===== config.mk =====
export PLATFORM = sky130hd
export DESIGN_NAME = alu_result_stage
export DESIGN_NICKNAME = d
export VERILOG_FILES = /design/src/rtl/alu_pkg.sv /design/src/rtl/alu_flag_gen.sv /design/src/rtl/alu_result_stage.sv
export SDC_FILE = /design/constraint.sdc
export NUM_CORES = 1
export LEC_CHECK = 0
export ABC_AREA = 1
export CAP_MARGIN = 30
export CELL_PAD_IN_SITES_DETAIL_PLACEMENT = 0
export CELL_PAD_IN_SITES_GLOBAL_PLACEMENT = 1
export CORE_UTILIZATION = 35
export CTS_CLUSTER_DIAMETER = 30
export DETAILED_ROUTE_END_ITERATION = 10
export PLACE_DENSITY = 0.89
export SETUP_SLACK_MARGIN = 0.15
export SLEW_MARGIN = 20
export SYNTH_ARGS = -nofsm -noshare
export SYNTH_HDL_FRONTEND = slang
export SYNTH_SLANG_ARGS = --single-unit

===== constraint.sdc =====
create_clock -name clk -period 1.9 [get_ports clk]
set_input_delay 0.38 -clock clk [delete_from_list [all_inputs] [get_ports clk]]
set_output_delay 0.38 -clock clk [all_outputs]
set_load 0.01 [all_outputs]

===== src/rtl/alu_pkg.sv =====
// Shared definitions for the ALU function-unit result path.
package alu_pkg;

  localparam int ALU_DATA_W  = 32;
  localparam int ALU_SHAMT_W = 5;
  localparam int ALU_TAG_W   = 3;
  localparam int ALU_CNT_W   = 16;

  // Occupancy of the main/skid pair.
  typedef enum logic [1:0] {
    EMPTY = 2'd0,
    ONE   = 2'd1,
    FULL  = 2'd2
  } state_e;

  // Condition flags carried alongside each result.
  typedef struct packed {
    logic z;
    logic n;
    logic c;
  } flags_t;

endpackage


===== src/rtl/alu_flag_gen.sv =====
// Combinational Z/N/C flag derivation for a rotate-right result.
// C is the last bit rotated out of bit 0, which lands in the MSB;
// a zero rotate shifts nothing out, so C stays clear.
module alu_flag_gen #(
  parameter int DATA_W  = 32,
  parameter int SHAMT_W = 5
) (
  input  logic [DATA_W-1:0]  data,
  input  logic [SHAMT_W-1:0] shamt,
  output logic               flag_z,
  output logic               flag_n,
  output logic               flag_c
);

  // Flags are pure functions of the result and the rotate amount.
  always_comb begin
    flag_z = (data == '0);
    flag_n = data[DATA_W-1];
    flag_c = (shamt != '0) ? data[DATA_W-1] : 1'b0;
  end

endmodule


===== src/rtl/alu_result_stage.sv =====
// Registered result stage behind the rotate-right unit. A main entry
// drives the outputs; a skid entry absorbs one extra result so that
// in_ready depends only on local state, never on out_ready.
module alu_result_stage
  import alu_pkg::*;
#(
  parameter int DATA_W  = ALU_DATA_W,
  parameter int SHAMT_W = ALU_SHAMT_W,
  parameter int TAG_W   = ALU_TAG_W,
  parameter int CNT_W   = ALU_CNT_W
) (
  input  logic               clk,
  input  logic               rst_n,
  input  logic               in_valid,
  output logic               in_ready,
  input  logic [DATA_W-1:0]  in_data,
  input  logic [SHAMT_W-1:0] in_shamt,
  input  logic [TAG_W-1:0]   in_tag,
  output logic               out_valid,
  input  logic               out_ready,
  output logic [DATA_W-1:0]  out_data,
  output logic [TAG_W-1:0]   out_tag,
  output logic               out_z,
  output logic               out_n,
  output logic               out_c,
  output logic [CNT_W-1:0]   xfer_cnt
);

  state_e             state_q, state_d;
  logic [DATA_W-1:0]  main_data_q, main_data_d;
  logic [TAG_W-1:0]   main_tag_q, main_tag_d;
  flags_t             main_flags_q, main_flags_d;
  logic [DATA_W-1:0]  skid_data_q, skid_data_d;
  logic [TAG_W-1:0]   skid_tag_q, skid_tag_d;
  flags_t             skid_flags_q, skid_flags_d;
  logic [CNT_W-1:0]   cnt_q, cnt_d;

  flags_t             cap_flags;
  logic               in_fire;
  logic               out_fire;

  alu_flag_gen #(
    .DATA_W  (DATA_W),
    .SHAMT_W (SHAMT_W)
  ) u_flag_gen (
    .data   (in_data),
    .shamt  (in_shamt),
    .flag_z (cap_flags.z),
    .flag_n (cap_flags.n),
    .flag_c (cap_flags.c)
  );

  // Handshake status decoded from the state register only.
  always_comb begin
    in_ready  = (state_q != FULL);
    out_valid = (state_q != EMPTY);
    in_fire   = in_valid & in_ready;
    out_fire  = out_valid & out_ready;
  end

  // Next-state, entry movement and transfer counting.
  always_comb begin
    state_d      = state_q;
    main_data_d  = main_data_q;
    main_tag_d   = main_tag_q;
    main_flags_d = main_flags_q;
    skid_data_d  = skid_data_q;
    skid_tag_d   = skid_tag_q;
    skid_flags_d = skid_flags_q;
    cnt_d        = cnt_q + {{(CNT_W-1){1'b0}}, out_fire};

    case (state_q)
      EMPTY: begin
        if (in_fire) begin
          main_data_d  = in_data;
          main_tag_d   = in_tag;
          main_flags_d = cap_flags;
          state_d      = ONE;
        end
      end
      ONE: begin
        if (in_fire && out_fire) begin
          main_data_d  = in_data;
          main_tag_d   = in_tag;
          main_flags_d = cap_flags;
        end else if (in_fire) begin
          skid_data_d  = in_data;
          skid_tag_d   = in_tag;
          skid_flags_d = cap_flags;
          state_d      = FULL;
        end else if (out_fire) begin
          state_d      = EMPTY;
        end
      end
      FULL: begin
        if (out_fire) begin
          main_data_d  = skid_data_q;
          main_tag_d   = skid_tag_q;
          main_flags_d = skid_flags_q;
          state_d      = ONE;
        end
      end
      default: begin
        state_d = EMPTY;
      end
    endcase
  end

  // State, entries and counter; reset clears everything so outputs are never X.
  always_ff @(posedge clk) begin
    if (!rst_n) begin
      state_q      <= EMPTY;
      main_data_q  <= '0;
      main_tag_q   <= '0;
      main_flags_q <= '0;
      skid_data_q  <= '0;
      skid_tag_q   <= '0;
      skid_flags_q <= '0;
      cnt_q        <= '0;
    end else begin
      state_q      <= state_d;
      main_data_q  <= main_data_d;
      main_tag_q   <= main_tag_d;
      main_flags_q <= main_flags_d;
      skid_data_q  <= skid_data_d;
      skid_tag_q   <= skid_tag_d;
      skid_flags_q <= skid_flags_d;
      cnt_q        <= cnt_d;
    end
  end

  // Outputs come straight from the main entry.
  always_comb begin
    out_data = main_data_q;
    out_tag  = main_tag_q;
    out_z    = main_flags_q.z;
    out_n    = main_flags_q.n;
    out_c    = main_flags_q.c;
    xfer_cnt = cnt_q;
  end

endmodule


==> summary.md <==
| Metric | Value |
|---|---|
| Post-Syn Nets | `slightly above 600` |
| Routed length on met2 | `approximately 4800 um` |
| Initial core utilization | `35.8%` |
| Pre-antenna DRT Iters | `4` |
| CP max stage delay | `0.57 ns` |
| Max-capacitance violation count | `0` |
| Fillers | `1,151` |
| Cell Rows | `39` |
| Most common cell after layout, fill and taps aside | `o21ai_0` |
| Die span in y | `between 100 and 150 um` |
| Period utilization | `89.4%` |
| Final nets | `722` |
| Post-DR wirelength/cell | `~12 um` |
| Clock latency on the worst-skew pair | `0.33 ns` |
| Largest net degree at the start of global routing | `70` |
| Worst Path Buf+Inv | `1` |
| R2R depth | `10` |
| Sequential power share | `42.2%` |
| Placed cell area | `5310 um^2` |
| Achievable clock frequency | `slightly below 600 MHz` |
| Root Buffer | `clkbuf_16` |
| Slowest CP cell | `clkdlybuf4s50_1` |
| Total grt overflow | `0` |
| Smallest hold slack | `0.428 ns` |
| Ant. Diodes | `0` |
| P per Cell Area | `approximately 890 nW/um^2` |
| Met3 wire length | `303 um` |
| Syn_area_per_cell | `7.09 um^2` |
| Synth Register Bits | `92` |
| Critical path depth in cells | `1` |
| Clock Tree Buf Depth | `2` |
| Post-route DRC violation count | `0` |
| First-pass GRT wire length | `16,400 um` |
| Startpoint types | `flip-flop` |
| Cell family with the largest share of critical-path delay | `buffers and inverters` |
| Initial DRC count | `approximately 130` |
| Worst slew pin tran | `approximately 0.32 ns` |
| Worst Path Required | `1.52 ns` |
| Hold path depth | `3` |
| I/O Buffers | `99` |
| Hold buffers post-CTS | `0` |
| Htree depth | `3` |
| Critical path type | `reg -> out` |
| Distinct cells, synth | `28` |
| Layout Utilization | `49.9%` |
| Sink Count | `92` |
| Post-Syn Area | `4090 um^2` |
| Switching share of power | `around 25%` |
| Setup Skew | `0.00822 ns` |
| Final GP Congestion | `0.834` |
| CP Max Fanout | `5` |
| Die width | `110 um` |
| Multi-input combinational cell area | `1860 um^2` |
| Relative slew slack | `78.5%` |
| Number of routed nets with antenna violations | `0` |
| Sequential area share after synthesis | `a little under half` |
| Post-Syn Instances | `approximately 580` |
| Final setup viols | `0` |
| CTS tree | `built` |
| Fin Setup TNS | `0 ns` |
| Layout cells sized above 1 | `between 10 and 15%` |
| Combinational share of power | `approximately 17%` |
| Worst hold path class | `in -> reg` |
| Hpwl dp | `7160 um` |
| CTS buffer count | `9` |
| Clk network pwr share | `around 41%` |
| Outcome | `complete, no violations` |
| Final Max Slew Viols | `0` |
| Total GRT Usage | `between 15 and 20%` |
| Critical path endpoint category | `primary output` |
| Die area | `12,100 um^2` |
| Vias in the first global route | `3,593` |
| Std-Cell Core Area | `11,400 um^2` |
| Static leakage | `approximately 2.3 nW` |
| # Post-CTS Setup Buffers | `0` |
| Met1 WL | `4710 um` |
| Max layer used | `met4` |
| Drt total wl | `about 9900 um` |
| Register area | `1850 um^2` |
| Critical-path cell list | `clkdlybuf4s50_1` |
| Tmin final | `1.70 ns` |
| Sw Pwr | `~1.3 mW` |
| Crit path DAT | `1.32 ns` |
| Setup repair after global routing missed its margin | `true` |
| Routed via count | `3,825` |
| Yosys Warn Count | `0` |
| R2R setup slack | `0.31 ns` |
| Internal power | `3.83 mW` |
| CTS resizes | `4` |
| Non-Filler Cell Area, Final | `5700 um^2` |
| Vias per inst | `4.64` |
| Clock-pin slew on the worst setup and hold paths | `0.07 ns` |
| Most frequent cells in the layout | `o21ai_0 (107), clkdlybuf4s50_1 (96), nor2_1 (91), dfxtp_1 (87), nand2_1 (82)` |
| IO Count | `100` |
| Max rail drop VDD | `0.000408 V` |
| Antenna violations before repair | `0` |
| Synth-to-Final Area Change | `39.2%` |
| Final Hold Vio Count | `0` |
## final timing paths
| check | startpoint | to |
|---|---|---|
| hold reg to reg | skid_data_q[10]$_SDFFE_PN0P_ | skid_data_q[10]$_SDFFE_PN0P_ |
| setup / recovery | xfer_cnt[10]$_SDFF_PN0_ | xfer_cnt[10] |
| hold / removal | rst_n | xfer_cnt[0]$_SDFF_PN0_ |
| setup reg to reg | state_q[0]$_SDFFE_PN0P_ | xfer_cnt[12]$_SDFF_PN0_ |
## power by group through the flow
stage	logic, mW	clock network (mW)	registers, mW
finish	0.870	2.07	2.14
floorplan	0.418	0	2.22
global route	0.970	2.20	2.16
detailed placement	0.875	0	2.19
CTS	0.879	2.11	2.14
global placement	0.862	0	2.18
## cell usage after synthesis (all sizes together)
cell / instances / area share [%]
nand3b: 1 / 0.18
buf: 8 / 2.4
o21a: 1 / 0.18
nand3: 9 / 1.1
dfxtp: 92 / 45
nor3: 3 / 0.37
ha: 2 / 0.61
nand2: 85 / 8.0
clkinv: 1 / 0.092
a21oi: 45 / 5.5
nor2: 127 / 14
clkbuf: 23 / 2.1
o21ai: 110 / 13
inv: 60 / 5.7
a211oi: 1 / 0.18
nand4: 6 / 0.92
a31oi: 1 / 0.15
xor2: 2 / 0.43
## registers in the layout, summed over array words and instances, names as in the netlist
| name | flops |
|---|---|
| skid_flags_q | 3 |
| state_q | 2 |
| skid_tag_q | 3 |
| out_c | 1 |
| out_tag | 3 |
| out_data | 32 |
| xfer_cnt | 16 |
| out_z | 1 |
| skid_data_q | 31 |
## metrics by stage
step | instances | total power [mW] | setup WS [ns]
5_1_grt | 824 | 5.33 | 0.123
6_report | 824 | 5.09 | 0.202
3_5_place_dp | 808 | 3.06 | -0.0958
4_1_cts | 824 | 5.13 | 0.178
3_3_place_gp | 808 | 3.04 | -0.0783
2_1_floorplan | 577 | 2.64 | 0.258
## cell families (layout without fill, tap and decap cells)
logic type	after synthesis	count (layout)	synth area share (%)
adders and majority gates	2	2	0.611
buffers and inverters	92	196	10.3
AOI/OAI and AO/OA	158	158	19.5
xor gates and xnor gates	2	2	0.428
and+or+nand+nor	231	231	24.2
DFF	92	92	45.0
## per-layer routing
layer | vias up | GRT usage [%]
met5 | - | 0
met4 | 0 | 6.11
met3 | 9 | 2.76
met2 | 68 | 30.0
met1 | 1700 | 21.9
li1 | 2048 | -
## cell type report
cell class              instances  area share [%]
clock inverters                 6            1.96
flip-flops and latches         92            32.4
clock buffers                  10            4.20
well taps                     143            3.14
repair buffers                119            21.4
inverters                      61            4.20
multi-input cells             393            32.6
Note: power is estimated with default switching activity, not from simulation.
